$ cat src/rtl/vga_timing_receiver.sv
// VGA timing receiver.
// Registers the incoming sync/blank/colour once, recovers horizontal and
// vertical position from the sync falling edges, and locks onto the stream
// after one complete, correctly sized frame. While locked, active-window
// pixels are presented with their (x, y) coordinates. Timing errors are
// counted, and a sticky flag reports BLANK_N disagreeing with the expected
// window.
//
// Output handshake: pix_valid is a qualifier, not a handshake. There is no
// ready; the receiver never stalls. x, y and pix_r/g/b are meaningful only
// in the cycle pix_valid is high, and hold their last values otherwise.
//
// Position convention: the first input clock with hsync low is h position 0.
// hcnt_d / vcnt_d are the position of the pixel currently held in the
// input stage. The output registers load from them, so a pixel reaches the
// outputs two clocks after it is presented at the inputs.
module vga_timing_receiver #(
  parameter int H_TOTAL  = 800,
  parameter int H_START  = 144,
  parameter int H_ACTIVE = 640,
  parameter int V_TOTAL  = 525,
  parameter int V_START  = 35,
  parameter int V_ACTIVE = 480
) (
  input  logic       clk,
  input  logic       rst,
  input  logic       vga_hsync,
  input  logic       vga_vsync,
  input  logic       sync_blank,
  input  logic [7:0] red,
  input  logic [7:0] green,
  input  logic [7:0] blue,
  output logic       pix_valid,
  output logic [9:0] x,
  output logic [9:0] y,
  output logic [7:0] pix_r,
  output logic [7:0] pix_g,
  output logic [7:0] pix_b,
  output logic       locked,
  output logic       frame_start,
  output logic [7:0] err_count,
  output logic       blank_err,
  output logic [1:0] dbg_state
);

  typedef enum logic [1:0] {
    ST_SEARCH = 2'd0,
    ST_ALIGN  = 2'd1,
    ST_LOCKED = 2'd2
  } state_t;

  localparam logic [9:0] H_LAST    = 10'(H_TOTAL - 1);
  localparam logic [9:0] V_LAST    = 10'(V_TOTAL - 1);
  localparam logic [9:0] H_START_L = 10'(H_START);
  localparam logic [9:0] H_END_L   = 10'(H_START + H_ACTIVE);
  localparam logic [9:0] V_START_L = 10'(V_START);
  localparam logic [9:0] V_END_L   = 10'(V_START + V_ACTIVE);
  localparam logic [9:0] CNT_MAX   = 10'h3FF;

  // Input stage
  logic       hsync_s1_q, hsync_s1_d;
  logic       vsync_s1_q, vsync_s1_d;
  logic       blank_s1_q, blank_s1_d;
  logic [7:0] red_s1_q, red_s1_d;
  logic [7:0] green_s1_q, green_s1_d;
  logic [7:0] blue_s1_q, blue_s1_d;
  logic       hsync_prev_q, hsync_prev_d;
  logic       vsync_prev_q, vsync_prev_d;

  // Position tracking
  logic [9:0] hcnt_q, hcnt_d;
  logic [9:0] vcnt_q, vcnt_d;
  logic       pending_q, pending_d;

  // Control
  state_t     state_q, state_d;
  logic       locked_q, locked_d;
  logic       frame_start_q, frame_start_d;
  logic [7:0] err_count_q, err_count_d;
  logic       blank_err_q, blank_err_d;

  // Pixel outputs
  logic       pix_valid_q, pix_valid_d;
  logic [9:0] x_q, x_d;
  logic [9:0] y_q, y_d;
  logic [7:0] pix_r_q, pix_r_d;
  logic [7:0] pix_g_q, pix_g_d;
  logic [7:0] pix_b_q, pix_b_d;

  // Events decoded from the input stage
  logic hs_fall;
  logic vs_fall;
  logic frame_ev;
  logic line_err;
  logic frame_err;
  logic in_window;
  logic err_inc;
  logic fs_pulse;

  // Input capture, edge detection, counters and the pixel datapath
  always_comb begin
    hsync_s1_d   = vga_hsync;
    vsync_s1_d   = vga_vsync;
    blank_s1_d   = sync_blank;
    red_s1_d     = red;
    green_s1_d   = green;
    blue_s1_d    = blue;
    hsync_prev_d = hsync_s1_q;
    vsync_prev_d = vsync_s1_q;

    hs_fall  = ~hsync_s1_q & hsync_prev_q;
    vs_fall  = ~vsync_s1_q & vsync_prev_q;
    // A vsync edge may arrive with or before the hsync edge that opens line 0.
    frame_ev = hs_fall & (pending_q | vs_fall);

    // Both error checks look at the count before it is reloaded.
    line_err  = hs_fall & (hcnt_q != H_LAST);
    frame_err = frame_ev & (vcnt_q != V_LAST);

    hcnt_d = hcnt_q;
    if (hs_fall) begin
      hcnt_d = 10'd0;
    end else if (hcnt_q != CNT_MAX) begin
      hcnt_d = hcnt_q + 10'd1;
    end

    vcnt_d = vcnt_q;
    if (frame_ev) begin
      vcnt_d = 10'd0;
    end else if (hs_fall && (vcnt_q != CNT_MAX)) begin
      vcnt_d = vcnt_q + 10'd1;
    end

    pending_d = pending_q;
    if (frame_ev) begin
      pending_d = 1'b0;
    end else if (vs_fall) begin
      pending_d = 1'b1;
    end

    in_window = (hcnt_d >= H_START_L) && (hcnt_d < H_END_L) &&
                (vcnt_d >= V_START_L) && (vcnt_d < V_END_L);

    pix_valid_d = locked_q & in_window;
    x_d     = x_q;
    y_d     = y_q;
    pix_r_d = pix_r_q;
    pix_g_d = pix_g_q;
    pix_b_d = pix_b_q;
    if (pix_valid_d) begin
      x_d     = hcnt_d - H_START_L;
      y_d     = vcnt_d - V_START_L;
      pix_r_d = red_s1_q;
      pix_g_d = green_s1_q;
      pix_b_d = blue_s1_q;
    end

    blank_err_d = blank_err_q | (locked_q & (blank_s1_q != in_window));
  end

  // Lock FSM: next state, error counting and frame_start generation
  always_comb begin
    state_d  = state_q;
    err_inc  = 1'b0;
    fs_pulse = 1'b0;
    case (state_q)
      ST_SEARCH: begin
        if (frame_ev) begin
          state_d = ST_ALIGN;
        end
      end
      ST_ALIGN: begin
        // Any bad line aborts immediately, so reaching the frame edge here
        // means the whole frame was clean; only its length remains to check.
        if (line_err) begin
          state_d = ST_SEARCH;
        end else if (frame_ev) begin
          state_d = frame_err ? ST_SEARCH : ST_LOCKED;
        end
      end
      ST_LOCKED: begin
        if (line_err || frame_err) begin
          state_d = ST_SEARCH;
          err_inc = 1'b1;
        end else if (frame_ev) begin
          fs_pulse = 1'b1;
        end
      end
      default: begin
        state_d = ST_SEARCH;
      end
    endcase

    err_count_d = err_count_q;
    if (err_inc && (err_count_q != 8'hFF)) begin
      err_count_d = err_count_q + 8'd1;
    end

    locked_d      = (state_d == ST_LOCKED);
    frame_start_d = fs_pulse;
  end

  // State register with synchronous reset; syncs idle high
  always_ff @(posedge clk) begin
    if (rst) begin
      hsync_s1_q    <= 1'b1;
      vsync_s1_q    <= 1'b1;
      blank_s1_q    <= 1'b0;
      red_s1_q      <= 8'd0;
      green_s1_q    <= 8'd0;
      blue_s1_q     <= 8'd0;
      hsync_prev_q  <= 1'b1;
      vsync_prev_q  <= 1'b1;
      hcnt_q        <= 10'd0;
      vcnt_q        <= 10'd0;
      pending_q     <= 1'b0;
      state_q       <= ST_SEARCH;
      locked_q      <= 1'b0;
      frame_start_q <= 1'b0;
      err_count_q   <= 8'd0;
      blank_err_q   <= 1'b0;
      pix_valid_q   <= 1'b0;
      x_q           <= 10'd0;
      y_q           <= 10'd0;
      pix_r_q       <= 8'd0;
      pix_g_q       <= 8'd0;
      pix_b_q       <= 8'd0;
    end else begin
      hsync_s1_q    <= hsync_s1_d;
      vsync_s1_q    <= vsync_s1_d;
      blank_s1_q    <= blank_s1_d;
      red_s1_q      <= red_s1_d;
      green_s1_q    <= green_s1_d;
      blue_s1_q     <= blue_s1_d;
      hsync_prev_q  <= hsync_prev_d;
      vsync_prev_q  <= vsync_prev_d;
      hcnt_q        <= hcnt_d;
      vcnt_q        <= vcnt_d;
      pending_q     <= pending_d;
      state_q       <= state_d;
      locked_q      <= locked_d;
      frame_start_q <= frame_start_d;
      err_count_q   <= err_count_d;
      blank_err_q   <= blank_err_d;
      pix_valid_q   <= pix_valid_d;
      x_q           <= x_d;
      y_q           <= y_d;
      pix_r_q       <= pix_r_d;
      pix_g_q       <= pix_g_d;
      pix_b_q       <= pix_b_d;
    end
  end

  assign pix_valid   = pix_valid_q;
  assign x           = x_q;
  assign y           = y_q;
  assign pix_r       = pix_r_q;
  assign pix_g       = pix_g_q;
  assign pix_b       = pix_b_q;
  assign locked      = locked_q;
  assign frame_start = frame_start_q;
  assign err_count   = err_count_q;
  assign blank_err   = blank_err_q;
  assign dbg_state   = state_q;

endmodule

$ cat config.mk
export PLATFORM = sky130hd
export DESIGN_NAME = vga_timing_receiver
export DESIGN_NICKNAME = d
export VERILOG_FILES = /design/src/rtl/vga_timing_receiver.sv
export SDC_FILE = /design/constraint.sdc
export NUM_CORES = 1
export LEC_CHECK = 0
export BUFFER_PORTS_ARGS = -buffer_cell sky130_fd_sc_hd__buf_2
export CAP_MARGIN = 20
export CORE_UTILIZATION = 45
export CTS_CLUSTER_SIZE = 8
export DETAILED_ROUTE_END_ITERATION = 6
export PLACE_DENSITY = 0.79
export SYNTH_ARGS = -nofsm -noshare
export SYNTH_HDL_FRONTEND = slang
export SYNTH_SLANG_ARGS = --single-unit
$ cat constraint.sdc
create_clock -name clk -period 3.2 [get_ports clk]
set_input_delay 0.48 -clock clk [delete_from_list [all_inputs] [get_ports clk]]
set_output_delay 0.48 -clock clk [all_outputs]
set_load 0.005 [all_outputs]
==> flow_summary.json <==
{
  "start_util_pct": 46.4,
  "final_nets": 668,
  "worstHoldPathType": "primary input to flip-flop",
  "setup_violations": 0,
  "clock_latency_ps": 390,
  "grt_pass1_wl_um": 19200,
  "wl_per_cell_um": 15.5,
  "antenna_found_initial": 0,
  "cts_buffers": 9,
  "gr-total-overflow": 0,
  "syn-num-nets": 566,
  "switchingPower_w": 0.000559,
  "n_antenna_cell": 0,
  "synth_area_leaders": "dfxtp_1 45%, nand4_1 4.6%, nor2b_1 4.4%",
  "power_frac_comb_pct": 4.9,
  "p_total_w": 0.00239,
  "synth-edff-count": 0,
  "port_buffers": 86,
  "cp_max_fo": 10,
  "cp.arrival_ps": 3250,
  "final-max-slew-violation-count": 0,
  "netlist.area_leader.share_pct": 45.1,
  "area_delta_synth_final_pct": 23.6,
  "period_share_pct": 94.1,
  "viasPerCell": 5.72,
  "clk_pin_slew_ps": 110,
  "end_kind": "flip-flop",
  "slew_headroom_pct": 26.8,
  "syn_inst": 530,
  "p_int_w": 0.00183,
  "period_minus_slack_ps": 3010,
  "max-vdd-ir-drop_v": 0.000201,
  "p_leak_nw": 2.42,
  "yosysSeqAreaShare_pct": 45.1,
  "hpwl_um": 8280,
  "drive_above_1_share_pct": 29.8,
  "num_io_pins": 87,
  "hold_violations": 0,
  "place_area_sq_mm": 0.00556,
  "swShare_pct": 23.4,
  "drt_iter0_markers": 331,
  "crit_chain": "ha_4 > and4_1 > a31oi_1 > xnor2_1 > nor2_1 > buf_4 > ha_1 > o21ai_0 > a21oi_1 > a311oi_2 > buf_4 > a211o_1 > buf_4 > buf_6 > o31ai_1 > a21oi_1",
  "dr.pass1.iters": 4,
  "powerDensity_mw_per_mm2": 404,
  "cts_buffer_depth": 2,
  "worstMarginPinSlew_ps": 1100,
  "worst_ep_required_time_ps": 3440,
  "synth_area_leader_cell": "dfxtp_1",
  "critPathKind": "flip-flop to flip-flop",
  "cp_slowest_cell": "dfxtp_2",
  "async_flop_share_pct": 0,
  "ff2ff_setup_slack_ps": 190,
  "p_seq_share_pct": 57.6,
  "cts.htree.levels": 3,
  "synth-main-ff-cell": "dfxtp_1",
  "totalWireLength_um": 12000,
  "synth_area_sq_mm": 0.00479,
  "cpPeakStageDelay_ps": 380,
  "setup_tns_ps": 0,
  "die_area_sq_mm": 0.0111,
  "ant_nets": 0,
  "cts_sinks": 108,
  "preCtsSetupSlack_ps": -18.2,
  "dr_total_vias": 4422,
  "synth.avg_cell_area_sq_um": 9.04,
  "drv_cap": 0,
  "coreArea_sq_mm": 0.0103,
  "fin_worst_skew_ps": 11.9,
  "yosysWarnings": 0,
  "yosysUniqueCellTypes": 56,
  "timing.final.ws_setup_ps": 188,
  "die_w_um": 105,
  "path_common_cell": "buf_4",
  "grt_pass1_vias": 3941,
  "die_h_um": 105,
  "p_clk_share_pct": 37.4,
  "ys_seq_elements": 108,
  "grt_max_degree": 99,
  "status": "completed",
  "cts_root_buffer": "clkbuf_8",
  "tritoncts": "yes",
  "final_util_pct": 57.4,
  "fin_area_sq_mm": 0.00592,
  "track_usage_pct": 21.6,
  "rows": 37,
  "max_freq_ghz": 0.332,
  "critPathLaunchType": "flip-flop",
  "drc": 0,
  "gp_congestion": 0.907
}
-- logic make-up after synthesis --
logic type / synth area share, %
AOI/OAI and AO/OA: 18.6
xor gates and xnor gates: 3.29
adders and majority gates: 1.83
buffers and inverters: 4.49
DFF: 45.1
muxes: 3.39
and+or+nand+nor: 23.3
-- state kept, by name, indices dropped and copies added, names as in the netlist --
signal / count
blank_err: 1
vcnt_q: 10
y: 10
pix_g: 8
locked: 1
pix_r: 8
hsync_prev_q: 1
pix_valid: 1
hsync_prev_d: 1
dbg_state: 2
blank_s1_q: 1
pending_q: 1
err_count: 8
red_s1_q: 8
frame_start: 1
green_s1_q: 8
x: 10
pix_b: 8
vsync_prev_q: 1
blue_s1_q: 8
vsync_prev_d: 1
hcnt_q: 10
-- what timing repair did --
action	in CTS	in global routing
gates resized for setup	1	26
setup buffers	0	3
pin swaps	0	9
setup endpoints to repair	3	44
hold buffers	0	0
-- final cells by class --
type	count	area [sq um]
Tap cell	136	170
Clock buffer	11	151
Timing Repair Buffer	133	811
Multi-Input combinational cell	372	2530
Fill cell	912	4400
Sequential cell	108	2160
Inverter	8	30.0
Clock inverter	5	66.3
-- cells in the mapped netlist (4+ instances only) --
cell type  count
or2_2          5
a31oi_1       13
nand4_1       35
a21oi_1       41
xor2_1         8
clkbuf_1      23
nand2b_1       6
o21ai_0        8
nand3_1       13
nand2_1       21
dfxtp_1      108
nor2b_1       34
inv_1          7
and4_1         5
ha_1           7
nor2_1        43
nor3_1        10
o31ai_1       27
and3_1        11
xnor2_1       10
a21o_1         4
a311oi_1       5
mux2_2         7
buf_2         13
mux2i_1        5
a211oi_1       9
-- power groups by stage --
stage | Combinational, W | Clock (W) | Sequential (W)
floorplan | 0.0000687 | 0 | 0.00141
finish | 0.000118 | 0.000896 | 0.00138
global placement | 0.000110 | 0 | 0.00141
detailed placement | 0.000112 | 0 | 0.00141
CTS | 0.000113 | 0.000913 | 0.00138
global route | 0.000132 | 0.000972 | 0.00138
-- stage by stage --
stage               hold WS, ps  cells
CTS                         254    770
global route                281    773
floorplan                   408    530
finish                      272    773
global placement            419    754
detailed placement          424    754
-- worst max-delay path, delay by kind of cell, from the launching register on --
kind                       cells  cell delay (ps)
buffers and inverters          4              630
AOI/OAI and AO/OA              7             1080
DFF                            1              380
adders and majority gates      2              310
and+or+nand+nor                2              340
xor gates and xnor gates       1              150
-- layout by cell type (no fill, tap or decap), types with 5 or more instances in the layout --
| cell type | Yosys | layout |
|---|---|---|
| buf_2 | 13 | 86 |
| mux2_2 | 7 | 7 |
| nand2b_1 | 6 | 6 |
| xnor2_1 | 10 | 9 |
| clkbuf_8 | 0 | 11 |
| nand2_1 | 21 | 21 |
| o31ai_2 | 0 | 7 |
| a31oi_1 | 13 | 13 |
| nand4_1 | 35 | 35 |
| and4_1 | 5 | 5 |
| nor3_1 | 10 | 10 |
| a21oi_1 | 41 | 38 |
| buf_4 | 3 | 42 |
| inv_1 | 7 | 7 |
| nor2_1 | 43 | 43 |
| o31ai_1 | 27 | 19 |
| nor2b_1 | 34 | 34 |
| xor2_1 | 8 | 8 |
| or2_2 | 5 | 5 |
| o21ai_0 | 8 | 7 |
| nand3_1 | 13 | 13 |
| a211oi_1 | 9 | 9 |
| dfxtp_1 | 108 | 106 |
| and3_1 | 11 | 11 |
-- layer usage --
metal | wire length (um) | global-route usage, % | part of all wire (%)
met1 | 5310 | 28.7 | 44
met2 | 5900 | 33.7 | 49
met3 | 367 | 2.18 | 3.1
met4 | 440 | 13.5 | 3.7
met5 | 0 | 0 | 0
-- final timing paths --
kind,depth (start not counted),to,from
worst max-delay path,16,pix_g[5],hcnt_q[1]
worst min-delay path,2,vsync_prev_d,vga_vsync
worst max register to register,16,pix_g[5],hcnt_q[1]
worst min register to register,1,vsync_prev_q,vsync_prev_d
Note: power is estimated with default switching activity, not from simulation.
